## src/rtl/melody_sequencer.sv

```systemverilog
// melody_sequencer - plays {duration, period} notes from a writable table, one beat strobe at a time.
module melody_sequencer #(
  parameter int PERIOD_W = 20,
  parameter int DUR_W    = 3,
  parameter int ADDR_W   = 6
) (
  input  logic                      clk,
  input  logic                      rst,
  input  logic                      beat,
  input  logic                      wr_en,
  input  logic [ADDR_W-1:0]         wr_addr,
  input  logic [DUR_W+PERIOD_W-1:0] wr_data,
  input  logic                      play,
  input  logic                      stop,
  input  logic                      loop,
  input  logic [ADDR_W-1:0]         last_step,
  output logic [PERIOD_W-1:0]       sound,
  output logic [ADDR_W-1:0]         step,
  output logic                      playing,
  output logic                      done
);
  localparam int DEPTH = 1 << ADDR_W;
  localparam int W     = DUR_W + PERIOD_W;

  typedef enum logic [1:0] {IDLE, FETCH, HOLD} state_t;

  state_t            state;
  logic [W-1:0]      mem [DEPTH];
  logic [W-1:0]      rd_data;
  logic [ADDR_W-1:0] fetch_addr;
  logic [ADDR_W-1:0] last_q;
  logic [DUR_W-1:0]  cnt;

  // Address the step that the next FETCH will hold, so rd_data is valid during FETCH.
  always_comb begin
    fetch_addr = '0;
    if (state == HOLD && step != last_q) fetch_addr = step + ADDR_W'(1);
  end

  always_ff @(posedge clk) begin
    if (wr_en) mem[wr_addr] <= wr_data;
    rd_data <= mem[fetch_addr];
  end

  always_ff @(posedge clk or posedge rst) begin
    if (rst) begin
      state   <= IDLE;
      sound   <= '0;
      step    <= '0;
      playing <= 1'b0;
      done    <= 1'b0;
      cnt     <= '0;
      last_q  <= '0;
    end else begin
      done <= 1'b0;
      if (stop) begin
        state   <= IDLE;
        sound   <= '0;
        step    <= '0;
        playing <= 1'b0;
      end else begin
        case (state)
          IDLE: begin
            sound <= '0;
            if (play) begin
              last_q  <= last_step;
              step    <= '0;
              state   <= FETCH;
              playing <= 1'b1;
            end
          end
          FETCH: begin
            sound <= rd_data[PERIOD_W-1:0];
            cnt   <= rd_data[W-1 -: DUR_W];
            state <= HOLD;
          end
          HOLD: begin
            if (beat) begin
              if (cnt != '0) begin
                cnt <= cnt - DUR_W'(1);
              end else if (step != last_q) begin
                step  <= step + ADDR_W'(1);
                state <= FETCH;
              end else if (loop) begin
                step  <= '0;
                state <= FETCH;
              end else begin
                state   <= IDLE;
                sound   <= '0;
                step    <= '0;
                playing <= 1'b0;
                done    <= 1'b1;
              end
            end
          end
          default: state <= IDLE;
        endcase
      end
    end
  end
endmodule

```

## config.mk

```make
export PLATFORM = sky130hd
export DESIGN_NAME = melody_sequencer
export DESIGN_NICKNAME = d
export VERILOG_FILES = /design/src/rtl/melody_sequencer.sv
export SDC_FILE = /design/constraint.sdc
export NUM_CORES = 2
export LEC_CHECK = 0
export BUFFER_PORTS_ARGS = -buffer_cell sky130_fd_sc_hd__clkbuf_2
export CORE_UTILIZATION = 30
export DETAILED_ROUTE_END_ITERATION = 10
export SYNTH_ARGS = -nofsm -noshare
export SYNTH_HDL_FRONTEND = slang
export SYNTH_SLANG_ARGS = --single-unit
```

## constraint.sdc

```tcl
create_clock -name clk -period 2.7 [get_ports clk]
set_input_delay 0.27 -clock clk [delete_from_list [all_inputs] [get_ports clk]]
set_output_delay 0.27 -clock clk [all_outputs]
set_load 0.005 [all_outputs]
```

==> summary.md <==
| Metric | Value |
|---|---|
| Syn. warnings | 0 |
| Core Area | about 200000 um2 |
| Synthesized instance count | about 3900 |
| Unique masters post-synth | 58 |
| First-pass GRT wire length | 257000 um |
| Vias in the first global route | about 36000 |
| Final Setup Violations | 18 |
| Routed wl met2 | 85400 um |
| Worst skew pair latency | around 0.8 ns |
| Pleak | around 24 nW |
| Critical Path RT | between 3 and 4 ns |
| Final hold vios | 0 |
| Yosys reg bits | 1534 |
| Max clock buf depth | 3 |
| Initial cell density of the core | 0.302 |
| Max Fclk | roughly 360 MHz |
| Reg2Reg Capture Point | rd_data[11]$_DFF_P_ |
| Final period util | 1.04 |
| Worst Hold End | mem[15][0]$_DFFE_PP_ |
| CP cell instances | ha_4 -> buf_12 -> buf_16 -> bufbuf_16 -> buf_6 -> nor2b_4 -> a211oi_1 -> a311oi_1 -> o22ai_2 -> a32oi_4 -> nand2_2 -> nand4_1 |
| CP max stage delay | approximately 0.48 ns |
| # DRC | 0 |
| Final Slew Violations | 0 |
| Dpl cells | just under 7000 |
| Post-layout worst setup margin | -0.104 ns |
| Hold path cells | 2 |
| DPL Wire Length | ~110000 um |
| Vias per inst | approximately 5.2 |
| Met1 WL | approximately 76000 um |
| Slew headroom | 0.172 |
| Initial DRC Count | between 4000 and 5000 |
| Syn_nets | 3912 |
| RR Startpoint | step[1]$_DFFE_PP0P_ |
| Sequential share of the synthesized area | 0.757 |
| Fin cells | about 7100 |
| Critical Path Sink Type | flip-flop |
| Vias | 37200 |
| Cell Area, Synth | 60300 um2 |
| Power density cells | 678 nW/um2 |
| Syn Area/Cell | between 15 and 20 um2 |
| Site Rows | around 160 |
| Clock Pin Slew Worst Setup and Hold Paths | around 0.060 ns |
| Gpl congestion | between 0.8 and 0.9 |
| RSZ-0062 raised after global routing | true |
| DR pass1 iterations | 6 |
| Post-layout minimum cycle time | 2.80 ns |
| Met3 wire len | around 13000 um |
| CTS Sinks | approximately 1500 |
| Layout cells sized above 1 | 0.220 |
| Wirelength per Cell | ~25 um |
| Die Y | approximately 450 um |
| Slew @ Worst Pin | 1.24 ns |
| Largest net degree at the start of global routing | 106 |
| GRT overflow | 0 |
| Root Driver | clkbuf_16 |
| GRT Total Usage | 0.173 |
| CP bufs+invs | 4 |
| Tot Pwr | between 0.05 and 0.06 W |
| EDFF count, synth | 1472 |
| Final net count | between 4000 and 5000 |
| Worst EP arrival | about 3.5 ns |
| CTS tree | built |
| Hold Crit Start | wr_data[0] |
| CP max FO | 13 |
| VDD IR-drop max | 0.000523 V |
| Worst path top cell family by delay | compound AO/OA/AOI/OAI gates |
| Post-synth top flop | edfxtp_1 |
| Antenna viol nets, final | 0 |
| H-tree level count | 4 |
| Outcome | finished with violations |
| Crit Path Category | flip-flop to flip-flop |
| Failing checks | setup timing |
| Skew final | roughly 0.05 ns |
| Num ports | 70 |
| Flop2flop setup slack | -0.10 ns |
| Die area | a little over 200000 um2 |
| IO buf count | a little under 70 |
| Ys async rst share | 0.0254 |
| Top Layer Used | met5 |
| Drt total wl | 180000 um |
| Initial antenna violation count | 8 |
| R2R depth | 12 |
| CTS buffer count | roughly 160 |
| Worst hold path type | input pin to flip-flop |
| Fin util | 0.371 |
| CP Launch Type | flip-flop |
| Area growth syn-to-layout | 22.9% |
| Hold WS | between 0.01 and 0.015 ns |
| Crit-path slowest cell | dfrtp_2 |
| Max cap viols | 0 |
| Die width | around 450 um |
[worst max path at each step]
stage / from / endpoint / slack (ns) / depth (start not counted)
2_1_floorplan: wr_addr[5] / mem[39][0]$_DFFE_PP_ / 0.18 / 4
3_3_place_gp: step[0]$_DFFE_PP0P_ / rd_data[11]$_DFF_P_ / -0.65 / 11
3_5_place_dp: step[0]$_DFFE_PP0P_ / rd_data[11]$_DFF_P_ / -0.61 / 11
4_1_cts: step[0]$_DFFE_PP0P_ / rd_data[10]$_DFF_P_ / -0.08 / 10
5_1_grt: step[0]$_DFFE_PP0P_ / rd_data[14]$_DFF_P_ / -0.15 / 13
6_report: step[1]$_DFFE_PP0P_ / rd_data[11]$_DFF_P_ / -0.10 / 12
[kinds of logic (layout without fill, tap and decap cells)]
| group | count (synthesis) | in the layout | synth area share |
|---|---|---|---|
| compound gates | 990 | 990 | 0.117 |
| xor+xnor | 12 | 12 | 0.00187 |
| fa+ha+maj | 3 | 3 | 0.000623 |
| buf+inv | 465 | 1013 | 0.0313 |
| flops | 1534 | 1534 | 0.757 |
| mux | 240 | 240 | 0.0409 |
| other cells | 0 | 8 | 0 |
| simple gates | 623 | 624 | 0.0512 |
[cells in the final DEF, fill, tap and decap left out, types with 56 or more instances in the layout]
| cell | instances |
|---|---|
| a21oi_1 | 161 |
| edfxtp_1 | 1472 |
| o211ai_1 | 188 |
| a211oi_1 | 133 |
| mux2i_1 | 186 |
| nor3_1 | 164 |
| nor2_2 | 63 |
| buf_12 | 106 |
| buf_4 | 324 |
| clkbuf_16 | 165 |
| nand2_1 | 93 |
| nor2_1 | 56 |
| nor2b_1 | 118 |
| inv_1 | 164 |
| a311oi_1 | 107 |
| o22ai_1 | 130 |
[flip-flops by register name (all words and copies together) (netlist names)]
name / count
step: 6
rd_data: 23
done: 1
cnt: 3
mem: 1472
state: 2
playing: 1
sound: 20
last_q: 6
[per-layer routing]
layer	up-vias	track usage
met1	19100	0.237
li1	16300	-
met4	2	0.0564
met2	1550	0.277
met5	-	0
met3	259	0.0282
[final cells by class]
| class | instances | area (um2) |
|---|---|---|
| Inverter | 165 | 619 |
| Clock inverter | 76 | 697 |
| Tap cell | 2656 | 3320 |
| Sequential cell | 1534 | 45600 |
| Multi-Input combinational cell | 1869 | 13500 |
| Fill cell | 18400 | 126000 |
| Clock buffer | 215 | 4360 |
| Antenna cell | 8 | 20.0 |
| Timing Repair Buffer | 557 | 5850 |
[Yosys cell counts (2+ instances only)]
cell	instances	area share
inv_1	165	0.010
nor3_1	167	0.014
dfrtp_1	39	0.016
buf_2	77	0.0064
a32oi_1	23	0.0033
and2_1	2	0.00021
xor2_1	4	0.00058
or3_1	2	0.00021
mux2_2	52	0.0097
o21bai_1	2	0.00025
nor2b_1	123	0.013
nand2_1	103	0.0064
o21ai_0	48	0.0040
o22ai_1	139	0.014
edfxtp_1	1472	0.73
mux2i_1	188	0.031
o211ai_1	188	0.023
ha_1	3	0.00062
a22o_1	20	0.0029
a22oi_1	2	0.00025
a211oi_1	138	0.017
o221ai_1	46	0.0067
nand2b_1	9	0.00093
o311ai_0	22	0.0032
xnor2_1	7	0.0010
clkbuf_1	183	0.011
nand3b_1	3	0.00037
buf_4	10	0.0012
nand3_1	60	0.0050
nand4_1	24	0.0025
buf_1	29	0.0018
nand4b_1	2	0.00029
dfxtp_1	23	0.0076
a21oi_1	169	0.014
a31oi_1	46	0.0048
a311oi_1	115	0.017
nor2_1	120	0.0075
a221o_1	22	0.0037
[through the flow]
step	cell area (um2)	setup TNS (ns)	setup slack [ns]
final	74000	-0.875	-0.104
after global routing	74000	-2.16	-0.147
after CTS	73700	-0.461	-0.0775
after detailed placement	67600	-4.78	-0.612
after global placement	67600	-4.92	-0.647
after floorplan	60300	0	0.178
[repair_timing]
item / in CTS / in global routing
endpoints found under the hold margin: 124 / 0
gates cloned: 7 / 3
pin swaps: 47 / 24
setup buffers: 17 / 9
endpoints found under the setup margin: 23 / 23
hold buffers: 20 / 0
gates resized for setup: 94 / 52
[where the power goes]
group | switching, W | internal (W)
clock network | 0.00935 | 0.0118
logic | 0.00166 | 0.000905
registers | 0.000120 | 0.0263
total | 0.0111 | 0.0390
Power figures use the tool's default switching activity.
